## config.mk

```make
export PLATFORM = sky130hd
export DESIGN_NAME = fetch_queue
export DESIGN_NICKNAME = d
export VERILOG_FILES = /design/src/rtl/fetch_queue.sv
export SDC_FILE = /design/constraint.sdc
export NUM_CORES = 1
export LEC_CHECK = 0
export CAP_MARGIN = 20
export CORE_MARGIN = 1
export CORE_UTILIZATION = 45
export CTS_BUF_LIST = sky130_fd_sc_hd__clkbuf_16
export CTS_CLUSTER_DIAMETER = 40
export DETAILED_ROUTE_END_ITERATION = 6
export DONT_BUFFER_PORTS = 1
export GPL_TIMING_DRIVEN = 0
export SYNTH_ARGS = -nofsm -noshare
export SYNTH_HDL_FRONTEND = slang
export SYNTH_SLANG_ARGS = --single-unit
```

## constraint.sdc

```tcl
create_clock -name clk -period 4.1 [get_ports clk]
set_input_delay 0.205 -clock clk [delete_from_list [all_inputs] [get_ports clk]]
set_output_delay 0.205 -clock clk [all_outputs]
set_load 0.02 [all_outputs]
```

## src/rtl/fetch_queue.sv

```systemverilog
// Instruction fetch stage: owns the fetch PC, reads a 1-cycle-latency instruction
// memory, buffers {word, addr} pairs and hands complete 1- or 2-word instructions to the core.
module fetch_queue #(
    parameter int          DEPTH    = 4,
    parameter logic [15:0] RESET_PC = 16'h0000
) (
    input  logic        clk,
    input  logic        reset,
    output logic        mem_req,
    output logic [15:0] mem_addr,
    input  logic [15:0] mem_rdata,
    input  logic        redirect,
    input  logic [15:0] redirect_pc,
    input  logic        stall_fetch,
    output logic        out_valid,
    input  logic        out_ready,
    output logic [15:0] out_ir,
    output logic [15:0] out_imm,
    output logic [15:0] out_pc,
    output logic        out_len2
);

    localparam int AW = $clog2(DEPTH);
    localparam int CW = AW + 1;

    logic [15:0]   word_q [DEPTH];
    logic [15:0]   addr_q [DEPTH];
    logic [AW-1:0] head;
    logic [AW-1:0] tail;
    logic [CW-1:0] count;
    logic [15:0]   fetch_pc;
    logic [15:0]   pend_addr;
    logic          pending;

    logic          has1;
    logic          has2;
    logic          is_len2;
    logic [3:0]    head_op;
    logic [AW-1:0] head_plus1;
    logic          push;
    logic          pop;
    logic [CW-1:0] pop_cnt;
    logic [CW-1:0] occ_plus_pending;

    always_comb begin
        head_plus1       = head + AW'(1);
        head_op          = word_q[head][15:12];
        has1             = (count != '0);
        has2             = (count >= CW'(2));
        is_len2          = has1 && (head_op == 4'hC || head_op == 4'hD || head_op == 4'hE);
        occ_plus_pending = count + CW'(pending);

        out_len2  = is_len2;
        out_valid = is_len2 ? has2 : has1;
        out_ir    = has1 ? word_q[head] : 16'h0000;
        out_pc    = has1 ? addr_q[head] : 16'h0000;
        out_imm   = (is_len2 && has2) ? word_q[head_plus1] : 16'h0000;

        // Counting the in-flight read against capacity is what keeps a full FIFO lossless.
        mem_req  = !reset && !redirect && !stall_fetch && (occ_plus_pending < CW'(DEPTH));
        mem_addr = fetch_pc;

        // A redirect in the cycle the stale response arrives drops it (the kill case).
        push    = pending && !redirect;
        pop     = out_valid && out_ready;
        pop_cnt = pop ? (out_len2 ? CW'(2) : CW'(1)) : '0;
    end

    always_ff @(posedge clk) begin
        if (reset) begin
            fetch_pc  <= RESET_PC;
            pend_addr <= RESET_PC;
            pending   <= 1'b0;
            head      <= '0;
            tail      <= '0;
            count     <= '0;
        end else begin
            pending <= mem_req;
            if (mem_req) begin
                pend_addr <= fetch_pc;
                fetch_pc  <= fetch_pc + 16'd1;
            end
            if (redirect) begin
                fetch_pc <= redirect_pc;
                head     <= '0;
                tail     <= '0;
                count    <= '0;
            end else begin
                if (push) begin
                    tail <= tail + AW'(1);
                end
                head  <= head + AW'(pop_cnt);
                count <= count + CW'(push) - pop_cnt;
            end
        end
    end

    always_ff @(posedge clk) begin
        if (!reset && push) begin
            word_q[tail] <= mem_rdata;
            addr_q[tail] <= pend_addr;
        end
    end

endmodule

```

======== After elaboration in Yosys (flattened, before gate mapping) ========
Memory sizes are Yosys's and may differ from the RTL's. A register that Yosys moved wholly into a read port is not among the register bits.
Cells that the tools add are included.
W data, S select, Z words.
storage, ports and cells
  bits in registers ....................... 40
  latch bits .............................. 0
  bits in writable memories ............... 128
  bits in read-only memories .............. 0
  input port bits ......................... 37
  output and inout port bits .............. 67
  memories ................................ 2
memory list
  name    depth  width  read ports  clocked after memory_dff  wr ports  RTL line  source
  addr_q  4      16     1           1                         1         27        logic [15:0] addr_q [DEPTH];
  word_q  4      16     2           1                         1         26        logic [15:0] word_q [DEPTH];
cells by class
  add/sub/neg operators ................... 7
  multiply operators ...................... 0
  div/mod/pow operators ................... 0
  order comparisons ....................... 2
  equal/unequal tests ..................... 3
  shift-type cells ........................ 0
  mux-type cells .......................... 12
  bitwise operators ....................... 0
  reduce and logical (&&, ||, !) cells .... 16
operator list
  kind                     number
  $mux W16                 5
  $add A16 B1 Y16 const B  1
  $eq A4 B4 Y1 const B     3
  $logic_and A1 B1 Y1      8
  $mux W2                  4
  $add A3 B1 Y3            2
  $add A2 B1 Y2 const B    2
  $ge A3 B2 Y1 const B     1
  $logic_not A1 Y1         3
  $lt A3 B3 Y1 const B     1
  $mux W1                  3
  $reduce_bool A3 Y1       1
  $sub A3 B2 Y3            1
  $add A2 B2 Y2            1
  $logic_or A1 B1 Y1       2
  $reduce_bool A2 Y1       1
  $reduce_or A2 Y1         1

======== Longest topological paths before layout ========
Gate-level depths: netlist (run 1).
  depth in word-level cells ............... 9
  depth in mapped cells ................... 13

======== Least setup slack after synthesis (run 1) ========
No wires, ideal clock.
  kind .................................... register to register
  from .................................... reg head[0] (netlist name)
  to ...................................... reg count[2]
  setup time .............................. 0.121 ns
  arrival time ............................ 2.918 ns
  data required time ...................... 3.979 ns
  path slack .............................. 1.061 ns
  cell stages (with the launch flop) ...... 14
  path buffers ............................ 2
  path through ............................ dfxtp_1 buf_6 mux4_2 and2_4 or2_1 o21bai_4 buf_6 or2_1 ha_1 inv_1 fa_1 xor2_1 xnor2_1 nor2_1
RTL lines
  element               RTL line  source
  to (signal assigned)  93        count <= count + CW'(push) - pop_cnt;
  to (decl)             30        logic [CW-1:0] count;

==> results of run 1 <==
-- power by group --
group,internal (W),total (W),switching [W]
registers,0.00184,0.00188,0.0000372
logic,0.0000564,0.000133,0.0000768
clock network,0.000874,0.00149,0.000614
total,0.00277,0.00350,0.000728
-- worst max path at each step --
| stage | startpoint | endpoint | slack [ns] | cells past startpoint |
|---|---|---|---|---|
| floorplan | head[0]$_SDFF_PP0_ | count[2]$_SDFF_PP0_ | 1.06 | 13 |
| global placement | head[0]$_SDFF_PP0_ | count[2]$_SDFF_PP0_ | 0.85 | 13 |
| detailed placement | head[0]$_SDFF_PP0_ | count[2]$_SDFF_PP0_ | 0.79 | 13 |
| CTS | head[0]$_SDFF_PP0_ | count[2]$_SDFF_PP0_ | 0.76 | 13 |
| global route | head[0]$_SDFF_PP0_ | count[2]$_SDFF_PP0_ | 0.58 | 13 |
| finish | head[0]$_SDFF_PP0_ | count[2]$_SDFF_PP0_ | 0.78 | 13 |
-- layout make-up --
type,count,area [µm²]
Tap cell,216,270
Clock buffer,17,425
Clock inverter,14,121
Fill cell,1334,7370
Multi-Input combinational cell,282,2520
Timing Repair Buffer,35,370
Inverter,10,37.5
Sequential cell,168,4640
Buffer,29,128
-- kinds of logic (layout without fill, tap and decap cells) --
kind of cell / count (synthesis) / in the layout / share of synthesized area [%]
adders and majority gates: 8 / 8 / 1.47
xor gates and xnor gates: 16 / 16 / 1.91
DFF: 168 / 168 / 63.4
muxes: 54 / 54 / 15.8
AOI/OAI and AO/OA: 44 / 44 / 4.00
and+or+nand+nor: 160 / 160 / 11.1
buffers and inverters: 39 / 105 / 2.26
-- sequential cells by signal, indices dropped and copies added (netlist names) --
signal	flops
word_q	64
pend_addr	16
mem_addr	16
tail	2
pending	1
count	3
head	2
addr_q	64
-- critical path, cell delays in order (launching register included) --
cell	delay, ns
sky130_fd_sc_hd__dfxtp_1	0.32
sky130_fd_sc_hd__buf_6	0.13
sky130_fd_sc_hd__mux4_2	0.54
sky130_fd_sc_hd__and2_4	0.20
sky130_fd_sc_hd__or2_1	0.24
sky130_fd_sc_hd__o21bai_4	0.23
sky130_fd_sc_hd__buf_6	0.18
sky130_fd_sc_hd__or2_1	0.22
sky130_fd_sc_hd__ha_1	0.28
sky130_fd_sc_hd__inv_1	0.05
sky130_fd_sc_hd__fa_1	0.44
sky130_fd_sc_hd__xor2_1	0.18
sky130_fd_sc_hd__xnor2_1	0.14
sky130_fd_sc_hd__nor2_1	0.05
-- routing by layer --
metal	vias up	GRT usage (%)	part of all wire (%)
met5	-	0	0
met4	0	7.59	1.6
met2	141	32.2	49
met1	2134	23.5	43
met3	22	5.08	6.6
li1	1953	-	-
-- per-stage QoR --
step / power, W / std cells / hold WS [ns]
floorplan: 0.00198 / 489 / 0.304
global placement: 0.00201 / 705 / 0.304
CTS: 0.00352 / 771 / 0.0104
global route: 0.00360 / 771 / 0.0297
finish: 0.00350 / 771 / 0.0294
detailed placement: 0.00201 / 707 / 0.304
-- synth_stat cells, types with 4 or more instances --
| cell type | instances |
|---|---|
| sky130_fd_sc_hd__edfxtp_1 | 128 |
| sky130_fd_sc_hd__nand2_1 | 59 |
| sky130_fd_sc_hd__mux4_2 | 49 |
| sky130_fd_sc_hd__dfxtp_1 | 40 |
| sky130_fd_sc_hd__and2_1 | 36 |
| sky130_fd_sc_hd__a21oi_1 | 23 |
| sky130_fd_sc_hd__clkbuf_1 | 18 |
| sky130_fd_sc_hd__nor2_1 | 17 |
| sky130_fd_sc_hd__nor2b_1 | 15 |
| sky130_fd_sc_hd__inv_1 | 9 |
| sky130_fd_sc_hd__xnor2_1 | 9 |
| sky130_fd_sc_hd__a211oi_1 | 8 |
| sky130_fd_sc_hd__and3_1 | 8 |
| sky130_fd_sc_hd__ha_1 | 7 |
| sky130_fd_sc_hd__xor2_1 | 7 |
| sky130_fd_sc_hd__buf_1 | 6 |
| sky130_fd_sc_hd__nand4_1 | 6 |
| sky130_fd_sc_hd__mux2_2 | 4 |
| sky130_fd_sc_hd__nand3_1 | 4 |
-- timing repair --
action,CTS,global route
gates resized for setup,0,0
endpoints found under the hold margin,81,0
hold buffers,33,0
==> impl_metrics.xml, run 1 <==
<?xml version="1.0" encoding="UTF-8"?>
<metrics>
  <group name="outcome">
    <metric name="status" unit="">finished clean</metric>
  </group>
  <group name="synth">
    <metric name="synth_enable_flop_cells" unit="">128</metric>
    <metric name="synth.yosys.seq_area_share" unit="%">63.4</metric>
    <metric name="yosysTopAreaCellShare" unit="%">52.5</metric>
    <metric name="synth_cell_type_count" unit="">45</metric>
    <metric name="post_synthesis_sequential_element_count" unit="">168</metric>
    <metric name="netlist_top_cells_area" unit="">sky130_fd_sc_hd__edfxtp_1 52%, sky130_fd_sc_hd__mux4_2 15%, sky130_fd_sc_hd__dfxtp_1 11%</metric>
    <metric name="synth.yosys.warnings" unit="">0</metric>
    <metric name="synth_area_leader_cell" unit="">sky130_fd_sc_hd__edfxtp_1</metric>
    <metric name="synth.cell_area" unit="µm²">7320</metric>
    <metric name="synth-async-reset-ratio" unit="%">0</metric>
    <metric name="synth_top_flop_cell" unit="">sky130_fd_sc_hd__edfxtp_1</metric>
    <metric name="post_synth_inst_count" unit="">489</metric>
    <metric name="syn_avg_cell_area" unit="µm²">15.0</metric>
    <metric name="synth_nets" unit="">534</metric>
  </group>
  <group name="global_routing">
    <metric name="grt_remaining_overflow" unit="">0</metric>
    <metric name="grt_antenna_before_repair" unit="">0</metric>
    <metric name="grt_max_degree" unit="">33</metric>
    <metric name="grt_first_pass_wirelength" unit="µm">23200</metric>
    <metric name="via_count_of_the_first_global_routing_pass" unit="">4269</metric>
    <metric name="grt_total_usage" unit="%">19.1</metric>
  </group>
  <group name="floorplan">
    <metric name="floorplan.rows" unit="">46</metric>
    <metric name="boundaryPins" unit="">104</metric>
    <metric name="fp.dieArea" unit="µm²">16800</metric>
    <metric name="starting_utilization_of_the_core_area" unit="%">46.1</metric>
    <metric name="fp.dieH" unit="µm">130</metric>
    <metric name="width_of_the_die" unit="µm">130</metric>
    <metric name="fp.coreArea" unit="µm²">15900</metric>
  </group>
  <group name="route">
    <metric name="avgViaCountPerCell" unit="">5.51</metric>
    <metric name="initialDrtViolationCount" unit="">252</metric>
    <metric name="route.antenna.remaining_nets" unit="">0</metric>
    <metric name="route.detailed.drc" unit="">0</metric>
    <metric name="dr_total_vias" unit="">4250</metric>
    <metric name="postRouteWirelength" unit="µm">15100</metric>
    <metric name="drt_pass1_iterations" unit="">4</metric>
    <metric name="avgRoutedWirePerCell" unit="µm">19.6</metric>
  </group>
  <group name="cells_and_area">
    <metric name="drive_above_1_share" unit="%">16.9</metric>
    <metric name="layout.core_utilization" unit="%">53.6</metric>
    <metric name="layout_common_cells" unit="">128 x sky130_fd_sc_hd__edfxtp_1, 59 x sky130_fd_sc_hd__nand2_1, 49 x sky130_fd_sc_hd__mux4_2</metric>
    <metric name="layout.cell_area.non_filler" unit="µm²">8510</metric>
    <metric name="net_total_in_the_final_layout" unit="">588</metric>
    <metric name="mostFrequentLayoutCell" unit="">sky130_fd_sc_hd__edfxtp_1</metric>
    <metric name="diodes" unit="">0</metric>
    <metric name="area_growth" unit="%">16.3</metric>
  </group>
  <group name="hold_path">
    <metric name="min_path_cells" unit="">2</metric>
    <metric name="worstHoldStart" unit="">out_ready</metric>
    <metric name="holdPathEnd" unit="">head[1]$_SDFF_PP0_</metric>
    <metric name="worst_hold_path_type" unit="">input port to flip-flop</metric>
  </group>
  <group name="power_and_ir_drop">
    <metric name="cellPowerDensity" unit="nW/µm²">411</metric>
    <metric name="p_leak" unit="nW">2.80</metric>
    <metric name="worst_ir_drop_vdd" unit="mV">0.311</metric>
  </group>
  <group name="setup_path">
    <metric name="worst_r2r_path_depth" unit="">13</metric>
    <metric name="cp_data_required_time" unit="ns">4.40</metric>
    <metric name="reg2reg_to" unit="">count[2]$_SDFF_PP0_</metric>
    <metric name="timing.critical_path.to_type" unit="">flip-flop</metric>
    <metric name="cp_data_arrival_time" unit="ns">3.63</metric>
    <metric name="critical_path.max_fanout" unit="">10</metric>
    <metric name="worst-setup-path-type" unit="">flip-flop to flip-flop</metric>
    <metric name="cp-start-kind" unit="">flip-flop</metric>
    <metric name="worst_r2r_startpoint" unit="">head[0]$_SDFF_PP0_</metric>
    <metric name="slack_of_the_worst_reg_to_reg_path" unit="ns">0.78</metric>
  </group>
  <group name="clock_network">
    <metric name="htree_levels" unit="">4</metric>
    <metric name="clock_latency" unit="ns">0.43</metric>
    <metric name="cts_buffers" unit="">17</metric>
    <metric name="cts_tree" unit="">built</metric>
    <metric name="clk_root_buffer_cell" unit="">sky130_fd_sc_hd__clkbuf_16</metric>
    <metric name="number_of_post_cts_setup_repair_buffers" unit="">0</metric>
    <metric name="cts-root-to-sink-buffers" unit="">2</metric>
    <metric name="cts.reportedPaths.clkPinSlew" unit="ns">0.06</metric>
    <metric name="tritoncts_num_sinks" unit="">168</metric>
  </group>
  <group name="sta">
    <metric name="tightestPinTransition" unit="ns">0.948</metric>
    <metric name="final_max_slew_viol_count" unit="">0</metric>
    <metric name="fin_crit" unit="ns">3.32</metric>
    <metric name="max_clock_freq" unit="GHz">0.301</metric>
    <metric name="setup_ws" unit="ns">0.778</metric>
    <metric name="timing.final.setup_violations" unit="">0</metric>
    <metric name="layout_skew" unit="ns">0.00869</metric>
    <metric name="totalNegativeSetupSlack" unit="ns">0</metric>
    <metric name="rsz_0062_raised_after_global_routing" unit="">false</metric>
    <metric name="finalHoldViolCount" unit="">0</metric>
    <metric name="timing.max_slew.rel_slack" unit="%">36.8</metric>
    <metric name="min_period_over_period" unit="%">81.0</metric>
  </group>
  <group name="placed_design">
    <metric name="hpwl" unit="µm">10100</metric>
    <metric name="placedInstanceArea" unit="µm²">7640</metric>
    <metric name="place_worst_setup_slack" unit="ns">0.788</metric>
    <metric name="finalWeightedCongestion" unit="">0.800</metric>
    <metric name="port_buffers" unit="">0</metric>
  </group>
  <group name="run">
    <metric name="max_cap_violations" unit="">0</metric>
  </group>
</metrics>
Power figures use the tool's default switching activity.
==> inputs of run 2 (changes only) <==
==> constraint.sdc (replaced) <==
create_clock -name clk -period 2.8 [get_ports clk]
set_input_delay 0.14 -clock clk [delete_from_list [all_inputs] [get_ports clk]]
set_output_delay 0.14 -clock clk [all_outputs]
set_load 0.02 [all_outputs]
==> run 2 against run 1 <==
The flow now finishes with violations (setup timing). Total power is 49% higher. Clock-buffer cell count unchanged. Non-clock buffer count up 8. Combinational power increased by 51%. Cell area rose by 1.8%. Setup slack worse by 0.94 ns. Largest cell class unchanged. Largest power group unchanged.
==> impl_metrics.xml, run 2 (synthesized netlist as in run 1, its figures left out) <==
<?xml version="1.0" encoding="UTF-8"?>
<metrics>
  <group name="route">
    <metric name="dr_total_vias" unit="">4367</metric>
    <metric name="drt_pass1_iterations" unit="">5</metric>
    <metric name="avgViaCountPerCell" unit="">5.60</metric>
    <metric name="route.antenna.remaining_nets" unit="">0</metric>
    <metric name="initialDrtViolationCount" unit="">289</metric>
    <metric name="postRouteWirelength" unit="µm">15600</metric>
    <metric name="route.detailed.drc" unit="">0</metric>
    <metric name="avgRoutedWirePerCell" unit="µm">20.1</metric>
  </group>
  <group name="floorplan">
    <metric name="floorplan.rows" unit="">46</metric>
    <metric name="starting_utilization_of_the_core_area" unit="%">46.1</metric>
    <metric name="boundaryPins" unit="">104</metric>
    <metric name="fp.coreArea" unit="µm²">15900</metric>
    <metric name="fp.dieH" unit="µm">130</metric>
    <metric name="fp.dieArea" unit="µm²">16800</metric>
    <metric name="width_of_the_die" unit="µm">130</metric>
  </group>
  <group name="clock_network">
    <metric name="clk_root_buffer_cell" unit="">sky130_fd_sc_hd__clkbuf_16</metric>
    <metric name="cts_buffers" unit="">17</metric>
    <metric name="cts-root-to-sink-buffers" unit="">2</metric>
    <metric name="tritoncts_num_sinks" unit="">168</metric>
    <metric name="htree_levels" unit="">4</metric>
    <metric name="clock_latency" unit="ns">0.42</metric>
    <metric name="cts_tree" unit="">built</metric>
    <metric name="cts.reportedPaths.clkPinSlew" unit="ns">0.06</metric>
  </group>
  <group name="setup_path">
    <metric name="cpMaxStageDelayCell" unit="">sky130_fd_sc_hd__mux4_2</metric>
    <metric name="slack_of_the_worst_reg_to_reg_path" unit="ns">-0.16</metric>
    <metric name="critical_path.max_fanout" unit="">4</metric>
    <metric name="number_of_logic_stages_on_the_critical_path_including_buffering" unit="">12</metric>
    <metric name="worst-setup-path-type" unit="">flip-flop to flip-flop</metric>
    <metric name="critical_path_buffer_and_inverter_count" unit="">2</metric>
    <metric name="worst_r2r_startpoint" unit="">head[0]$_SDFF_PP0_</metric>
    <metric name="endpoint" unit="">count[2]$_SDFF_PP0_</metric>
    <metric name="reg2reg_to" unit="">count[2]$_SDFF_PP0_</metric>
    <metric name="max_stage_delay" unit="ns">0.54</metric>
    <metric name="cp_data_arrival_time" unit="ns">3.26</metric>
    <metric name="cp_data_required_time" unit="ns">3.11</metric>
    <metric name="worstPathCellList" unit="">buf_6 -&gt; mux4_2 -&gt; and2_4 -&gt; or2_1 -&gt; o21bai_4 -&gt; or2_4 -&gt; ha_4 -&gt; inv_2 -&gt; fa_2 -&gt; xor2_1 -&gt; xnor2_1 -&gt; nor2_1</metric>
    <metric name="worst_r2r_path_depth" unit="">12</metric>
    <metric name="worst_setup_path_startpoint" unit="">head[0]$_SDFF_PP0_</metric>
    <metric name="critPathTopFamily" unit="">simple AND/OR/NAND/NOR gates</metric>
    <metric name="timing.critical_path.to_type" unit="">flip-flop</metric>
    <metric name="cp-start-kind" unit="">flip-flop</metric>
  </group>
  <group name="global_routing">
    <metric name="grt_max_degree" unit="">23</metric>
    <metric name="grt_antenna_before_repair" unit="">0</metric>
    <metric name="grt_remaining_overflow" unit="">0</metric>
    <metric name="grt_total_usage" unit="%">19.8</metric>
    <metric name="grt_first_pass_wirelength" unit="µm">24100</metric>
    <metric name="via_count_of_the_first_global_routing_pass" unit="">4483</metric>
  </group>
  <group name="power_and_ir_drop">
    <metric name="switching_share_of_power" unit="%">20.4</metric>
    <metric name="report.power.total" unit="W">0.00522</metric>
    <metric name="clockPowerShare" unit="%">43.5</metric>
    <metric name="internal_power" unit="W">0.00415</metric>
    <metric name="worst_ir_drop_vdd" unit="mV">0.472</metric>
    <metric name="pwr-share-seq" unit="%">52.7</metric>
    <metric name="p_sw" unit="W">0.00106</metric>
    <metric name="combPwrFrac" unit="%">3.8</metric>
    <metric name="cellPowerDensity" unit="nW/µm²">602</metric>
    <metric name="p_leak" unit="nW">2.90</metric>
  </group>
  <group name="outcome">
    <metric name="violations" unit="">setup timing</metric>
    <metric name="status" unit="">complete, but fails checks</metric>
  </group>
  <group name="sta">
    <metric name="max_clock_freq" unit="GHz">0.338</metric>
    <metric name="timing.max_slew.rel_slack" unit="%">42.6</metric>
    <metric name="rsz_0062_raised_after_global_routing" unit="">true</metric>
    <metric name="min_period_over_period" unit="%">106</metric>
    <metric name="setup_ws" unit="ns">-0.157</metric>
    <metric name="final_max_slew_viol_count" unit="">0</metric>
    <metric name="finalHoldViolCount" unit="">0</metric>
    <metric name="fin_worst_hold_slack" unit="ns">0.0594</metric>
    <metric name="fin_crit" unit="ns">2.96</metric>
    <metric name="totalNegativeSetupSlack" unit="ns">-0.161</metric>
    <metric name="layout_skew" unit="ns">0.00592</metric>
    <metric name="tightestPinTransition" unit="ns">0.861</metric>
    <metric name="timing.final.setup_violations" unit="">2</metric>
  </group>
  <group name="run">
    <metric name="max_cap_violations" unit="">0</metric>
  </group>
  <group name="hold_path">
    <metric name="worst_hold_path_type" unit="">input port to flip-flop</metric>
  </group>
  <group name="placed_design">
    <metric name="place_worst_setup_slack" unit="ns">-0.397</metric>
    <metric name="place.detailed.instances" unit="">709</metric>
    <metric name="port_buffers" unit="">0</metric>
    <metric name="finalWeightedCongestion" unit="">0.794</metric>
    <metric name="hpwl" unit="µm">10500</metric>
  </group>
  <group name="cells_and_area">
    <metric name="fillCellCount" unit="">1322</metric>
    <metric name="diodes" unit="">0</metric>
    <metric name="area_growth" unit="%">18.4</metric>
    <metric name="layout_common_cells" unit="">128 x sky130_fd_sc_hd__edfxtp_1, 59 x sky130_fd_sc_hd__nand2_1, 49 x sky130_fd_sc_hd__mux4_2</metric>
    <metric name="multiInputGateArea" unit="µm²">2540</metric>
    <metric name="sequential_cell_area" unit="µm²">4650</metric>
    <metric name="largest_registers" unit="">addr_q x64, word_q x64</metric>
    <metric name="drive_above_1_share" unit="%">19.7</metric>
    <metric name="stdcell_count" unit="">780</metric>
    <metric name="net_total_in_the_final_layout" unit="">596</metric>
    <metric name="mostFrequentLayoutCell" unit="">sky130_fd_sc_hd__edfxtp_1</metric>
  </group>
</metrics>
==> run 2: cell types whose count changed in the layout (fill, tap and decap cells not counted), sizes merged <==
| cell | previous run | this run |
|---|---|---|
| clkinvlp | 4 | 1 |
| bufinv | 2 | 3 |
| inv | 13 | 14 |
| clkdlybuf4s15 | 0 | 2 |
| buf | 13 | 18 |
| dlygate4sd3 | 33 | 34 |
| clkinv | 5 | 7 |
==> run 2: repair_timing <==
action | CTS | global route
pin swaps | 3 | 7
gates cloned | 0 | 0
gates resized for setup | 5 | 10
setup buffers | 5 | 1
endpoints found under the setup margin | 39 | 27
hold buffers | 34 | 0
endpoints found under the hold margin | 81 | 0
==> run 2: how the worst min path moves through the flow <==
stage / from / to / slack, ns / depth (start not counted)
after global routing: stall_fetch / mem_addr[5]$_SDFFE_PP0P_ / 0.07 / 4
after detailed placement: mem_rdata[12] / word_q[1][12]$_DFFE_PP_ / 0.24 / 0
after CTS: stall_fetch / mem_addr[5]$_SDFFE_PP0P_ / 0.05 / 4
final: stall_fetch / mem_addr[5]$_SDFFE_PP0P_ / 0.06 / 4
after global placement: mem_rdata[12] / word_q[1][12]$_DFFE_PP_ / 0.24 / 0
after floorplan: mem_rdata[0] / word_q[0][0]$_DFFE_PP_ / 0.24 / 0
==> run 2: tightest hold or removal path: cells and delay by family <==
| family | cells | cell delay, ns |
|---|---|---|
| and+or+nand+nor | 1 | 0.06 |
| xor gates and xnor gates | 1 | 0.14 |
| AOI/OAI and AO/OA | 2 | 0.10 |
==> run 2: per-layer routing <==
layer / up-vias / wire, µm / global-route usage, % / share of wire [%]
met1: 2225 / 6540 / 24.3 / 42
met5: - / 0 / 0 / 0
met2: 149 / 7940 / 33.7 / 51
met3: 18 / 920 / 4.54 / 5.9
li1: 1975 / - / - / -
met4: 0 / 248 / 8.28 / 1.6
==> run 2: layout make-up <==
cell class	instances	share of cell area, %
Multi-Input combinational cell	282	29.3
Tap cell	216	3.12
Sequential cell	168	53.6
Clock inverter	15	1.67
Timing Repair Buffer	44	5.37
Buffer	28	1.57
Inverter	10	0.433
Clock buffer	17	4.91
==> run 2: power groups by stage <==
stage	clock network (W)	logic, W	registers (W)
after detailed placement	0	0.000150	0.00280
after global routing	0.00242	0.000221	0.00275
final	0.00227	0.000201	0.00275
after floorplan	0	0.000115	0.00279
after CTS	0.00232	0.000200	0.00275
after global placement	0	0.000145	0.00280
==> run 2: per-stage QoR <==
step                      area [µm²]  util [%]
after floorplan                 7330         -
after global placement          7600      47.8
after detailed placement        7680      48.4
after CTS                       8630      54.4
after global routing            8670      54.6
final                           8670      54.6
==> inputs of run 3 (changes only) <==
--- a/config.mk
+++ b/config.mk
@@ -7,12 +7,13 @@
 export LEC_CHECK = 0
 export CAP_MARGIN = 20
 export CORE_MARGIN = 1
-export CORE_UTILIZATION = 45
+export CORE_UTILIZATION = 57
 export CTS_BUF_LIST = sky130_fd_sc_hd__clkbuf_16
 export CTS_CLUSTER_DIAMETER = 40
 export DETAILED_ROUTE_END_ITERATION = 6
 export DONT_BUFFER_PORTS = 1
 export GPL_TIMING_DRIVEN = 0
+export PLACE_DENSITY_LB_ADDON = 0.12
 export SYNTH_ARGS = -nofsm -noshare
 export SYNTH_HDL_FRONTEND = slang
 export SYNTH_SLANG_ARGS = --single-unit
==> run 3 against run 2 <==
The flow still finishes with violations (setup timing). Clock-buffer cell count up 2. Clock power down 4%. Combinational power hardly changed. Register-to-register slack better by 0.04 ns. Total power shrank 1.6%. Sequential share of layout area up 0.45 points. Non-clock buffer count shrank 1. Utilization rose by 14 points. Via count down 0.80%. Sequential power about the same. Die area decreased by 21%. Critical path type unchanged. Highest routed layer unchanged.
==> impl_metrics.xml, run 3 (synthesized netlist as in run 1, its figures left out) <==
<?xml version="1.0" encoding="UTF-8"?>
<metrics>
  <group name="hold_path">
    <metric name="holdPathEnd" unit="">mem_addr[5]$_SDFFE_PP0P_</metric>
    <metric name="worst_hold_path_type" unit="">input port to flip-flop</metric>
    <metric name="worstHoldStart" unit="">stall_fetch</metric>
    <metric name="min_path_cells" unit="">4</metric>
  </group>
  <group name="cells_and_area">
    <metric name="mostFrequentLayoutCell" unit="">sky130_fd_sc_hd__edfxtp_1</metric>
    <metric name="drive_above_1_share" unit="%">21.0</metric>
    <metric name="area_growth" unit="%">17.5</metric>
    <metric name="largest_registers" unit="">addr_q x64, word_q x64</metric>
    <metric name="diodes" unit="">0</metric>
    <metric name="net_total_in_the_final_layout" unit="">595</metric>
    <metric name="layout_common_cells" unit="">128 x sky130_fd_sc_hd__edfxtp_1, 59 x sky130_fd_sc_hd__nand2_1, 49 x sky130_fd_sc_hd__mux4_2</metric>
  </group>
  <group name="placed_design">
    <metric name="hpwl" unit="µm">9690</metric>
    <metric name="place_worst_setup_slack" unit="ns">-0.380</metric>
    <metric name="finalWeightedCongestion" unit="">0.812</metric>
    <metric name="port_buffers" unit="">0</metric>
  </group>
  <group name="clock_network">
    <metric name="tritoncts_num_sinks" unit="">168</metric>
    <metric name="cts.reportedPaths.clkPinSlew" unit="ns">0.06</metric>
    <metric name="htree_levels" unit="">4</metric>
    <metric name="cts-root-to-sink-buffers" unit="">2</metric>
    <metric name="clk_root_buffer_cell" unit="">sky130_fd_sc_hd__clkbuf_16</metric>
    <metric name="cts_buffers" unit="">17</metric>
    <metric name="cts_tree" unit="">built</metric>
    <metric name="clock_latency" unit="ns">0.42</metric>
  </group>
  <group name="setup_path">
    <metric name="number_of_logic_stages_on_the_critical_path_including_buffering" unit="">11</metric>
    <metric name="worst-setup-path-type" unit="">flip-flop to flip-flop</metric>
    <metric name="worstPathCellList" unit="">mux4_2 -&gt; and2_4 -&gt; or2_1 -&gt; o21bai_4 -&gt; or2_4 -&gt; ha_4 -&gt; inv_2 -&gt; fa_2 -&gt; xor2_1 -&gt; xnor2_1 -&gt; nor2_1</metric>
    <metric name="critPathTopFamily" unit="">simple AND/OR/NAND/NOR gates</metric>
    <metric name="cp-start-kind" unit="">flip-flop</metric>
    <metric name="cp_data_required_time" unit="ns">3.10</metric>
    <metric name="reg2reg_to" unit="">count[2]$_SDFF_PP0_</metric>
    <metric name="cp_data_arrival_time" unit="ns">3.23</metric>
    <metric name="worst_r2r_startpoint" unit="">head[0]$_SDFF_PP0_</metric>
    <metric name="critical_path.max_fanout" unit="">3</metric>
    <metric name="timing.critical_path.to_type" unit="">flip-flop</metric>
    <metric name="max_stage_delay" unit="ns">0.52</metric>
    <metric name="slack_of_the_worst_reg_to_reg_path" unit="ns">-0.12</metric>
    <metric name="cpMaxStageDelayCell" unit="">sky130_fd_sc_hd__mux4_2</metric>
    <metric name="critical_path_buffer_and_inverter_count" unit="">1</metric>
    <metric name="worst_r2r_path_depth" unit="">11</metric>
  </group>
  <group name="global_routing">
    <metric name="grt_remaining_overflow" unit="">0</metric>
    <metric name="grt_max_degree" unit="">33</metric>
    <metric name="grt_first_pass_wirelength" unit="µm">23300</metric>
    <metric name="grt_antenna_before_repair" unit="">0</metric>
    <metric name="grt_total_usage" unit="%">24.1</metric>
    <metric name="via_count_of_the_first_global_routing_pass" unit="">4414</metric>
  </group>
  <group name="route">
    <metric name="route.antenna.remaining_nets" unit="">0</metric>
    <metric name="postRouteWirelength" unit="µm">15000</metric>
    <metric name="route.detailed.drc" unit="">0</metric>
    <metric name="dr_total_vias" unit="">4332</metric>
    <metric name="avgRoutedWirePerCell" unit="µm">20.4</metric>
    <metric name="avgViaCountPerCell" unit="">5.89</metric>
    <metric name="drt_pass1_iterations" unit="">5</metric>
    <metric name="initialDrtViolationCount" unit="">268</metric>
  </group>
  <group name="power_and_ir_drop">
    <metric name="cellPowerDensity" unit="nW/µm²">597</metric>
    <metric name="report.power.total" unit="W">0.00513</metric>
    <metric name="p_leak" unit="nW">2.90</metric>
    <metric name="worst_ir_drop_vdd" unit="mV">0.325</metric>
  </group>
  <group name="run">
    <metric name="max_cap_violations" unit="">0</metric>
  </group>
  <group name="outcome">
    <metric name="status" unit="">complete, but fails checks</metric>
    <metric name="violations" unit="">setup timing</metric>
  </group>
  <group name="sta">
    <metric name="layout_skew" unit="ns">0.00877</metric>
    <metric name="final_max_slew_viol_count" unit="">0</metric>
    <metric name="tightestPinTransition" unit="ns">0.925</metric>
    <metric name="timing.final.setup_violations" unit="">1</metric>
    <metric name="timing.max_slew.rel_slack" unit="%">38.3</metric>
    <metric name="min_period_over_period" unit="%">104</metric>
    <metric name="fin_crit" unit="ns">2.92</metric>
    <metric name="max_clock_freq" unit="GHz">0.342</metric>
    <metric name="finalHoldViolCount" unit="">0</metric>
    <metric name="rsz_0062_raised_after_global_routing" unit="">true</metric>
    <metric name="setup_ws" unit="ns">-0.121</metric>
  </group>
  <group name="floorplan">
    <metric name="width_of_the_die" unit="µm">115</metric>
    <metric name="fp.dieArea" unit="µm²">13300</metric>
    <metric name="fp.coreArea" unit="µm²">12600</metric>
    <metric name="starting_utilization_of_the_core_area" unit="%">58.3</metric>
    <metric name="floorplan.rows" unit="">41</metric>
    <metric name="fp.dieH" unit="µm">115</metric>
    <metric name="boundaryPins" unit="">104</metric>
  </group>
</metrics>
-- run 3: cell count changes in the layout (fill, tap and decap cells not counted), moves of 2 or more --
cell | previous run | this run
sky130_fd_sc_hd__nor2b_1 | 15 | 6
sky130_fd_sc_hd__nor2b_4 | 0 | 9
sky130_fd_sc_hd__buf_12 | 4 | 0
sky130_fd_sc_hd__buf_4 | 6 | 10
sky130_fd_sc_hd__buf_1 | 0 | 3
sky130_fd_sc_hd__buf_2 | 7 | 5
sky130_fd_sc_hd__bufinv_16 | 3 | 1
sky130_fd_sc_hd__clkbuf_1 | 16 | 18
sky130_fd_sc_hd__clkbuf_16 | 17 | 19
sky130_fd_sc_hd__clkbuf_2 | 2 | 0
sky130_fd_sc_hd__clkdlybuf4s15_1 | 2 | 0
sky130_fd_sc_hd__clkinv_1 | 6 | 4
sky130_fd_sc_hd__clkinv_2 | 1 | 3
-- run 3: final cells by class --
| class | count | area (µm²) |
|---|---|---|
| plain buffers | 27 | 111 |
| clock buffers | 19 | 475 |
| clock inverters | 13 | 87.6 |
| fillers | 878 | 3970 |
| inverters | 10 | 37.5 |
| multi-input cells | 282 | 2610 |
| flip-flops and latches | 168 | 4650 |
| well taps | 172 | 215 |
| repair buffers | 44 | 415 |
-- run 3: how the worst max path moves through the flow --
| stage | slack (ns) | from | end |
|---|---|---|---|
| 6_report | -0.12 | head[0]$_SDFF_PP0_ | count[2]$_SDFF_PP0_ |
| 5_1_grt | -0.19 | word_q[3][12]$_DFFE_PP_ | count[2]$_SDFF_PP0_ |
| 4_1_cts | -0.21 | head[0]$_SDFF_PP0_ | count[2]$_SDFF_PP0_ |
| 3_5_place_dp | -0.38 | head[0]$_SDFF_PP0_ | count[2]$_SDFF_PP0_ |
| 3_3_place_gp | -0.34 | head[0]$_SDFF_PP0_ | count[2]$_SDFF_PP0_ |
| 2_1_floorplan | -0.14 | head[0]$_SDFF_PP0_ | count[2]$_SDFF_PP0_ |
-- run 3: per-stage QoR --
stage | cell area (µm²) | util (%) | instances | TNS (ns) | hold WS, ns
after floorplan | 7330 | - | 489 | -0.139 | 0.239
after global placement | 7540 | 60.0 | 661 | -3.35 | 0.239
after detailed placement | 7550 | 60.0 | 661 | -0.614 | 0.239
after CTS | 8500 | 67.6 | 733 | -0.299 | 0.0519
after global routing | 8600 | 68.4 | 735 | -0.504 | 0.101
final | 8600 | 68.4 | 735 | -0.121 | 0.0729
-- run 3: where the power goes --
group	internal, W	switching [W]
Sequential	0.00269	0.0000532
Combinational	0.0000855	0.000115
Clock	0.00130	0.000883
Total	0.00408	0.00105
-- run 3: worst min-delay path, cell delays in order --
cell,delay [ns]
sky130_fd_sc_hd__a2111oi_0,0.05
sky130_fd_sc_hd__xor2_1,0.14
sky130_fd_sc_hd__nand2_1,0.06
sky130_fd_sc_hd__a21oi_1,0.06
-- run 3: layer usage --
layer  routed length [µm]  share of wire (%)  track usage, %  up-vias
met5                    0                  0               0        -
met4                  220                1.5            10.2        0
met3                  863                5.7            6.11       19
met2                 7860                 52            41.4      154
met1                 6070                 40            29.1     2185
li1                     -                  -               -     1974
-- run 3: repair_timing --
item                                    CTS  global route
hold endpoints to repair                 81             0
setup buffers                             6             4
hold buffers                             34             0
pin swaps                                 4             6
endpoints found under the setup margin   39            28
gates resized for setup                   4            24
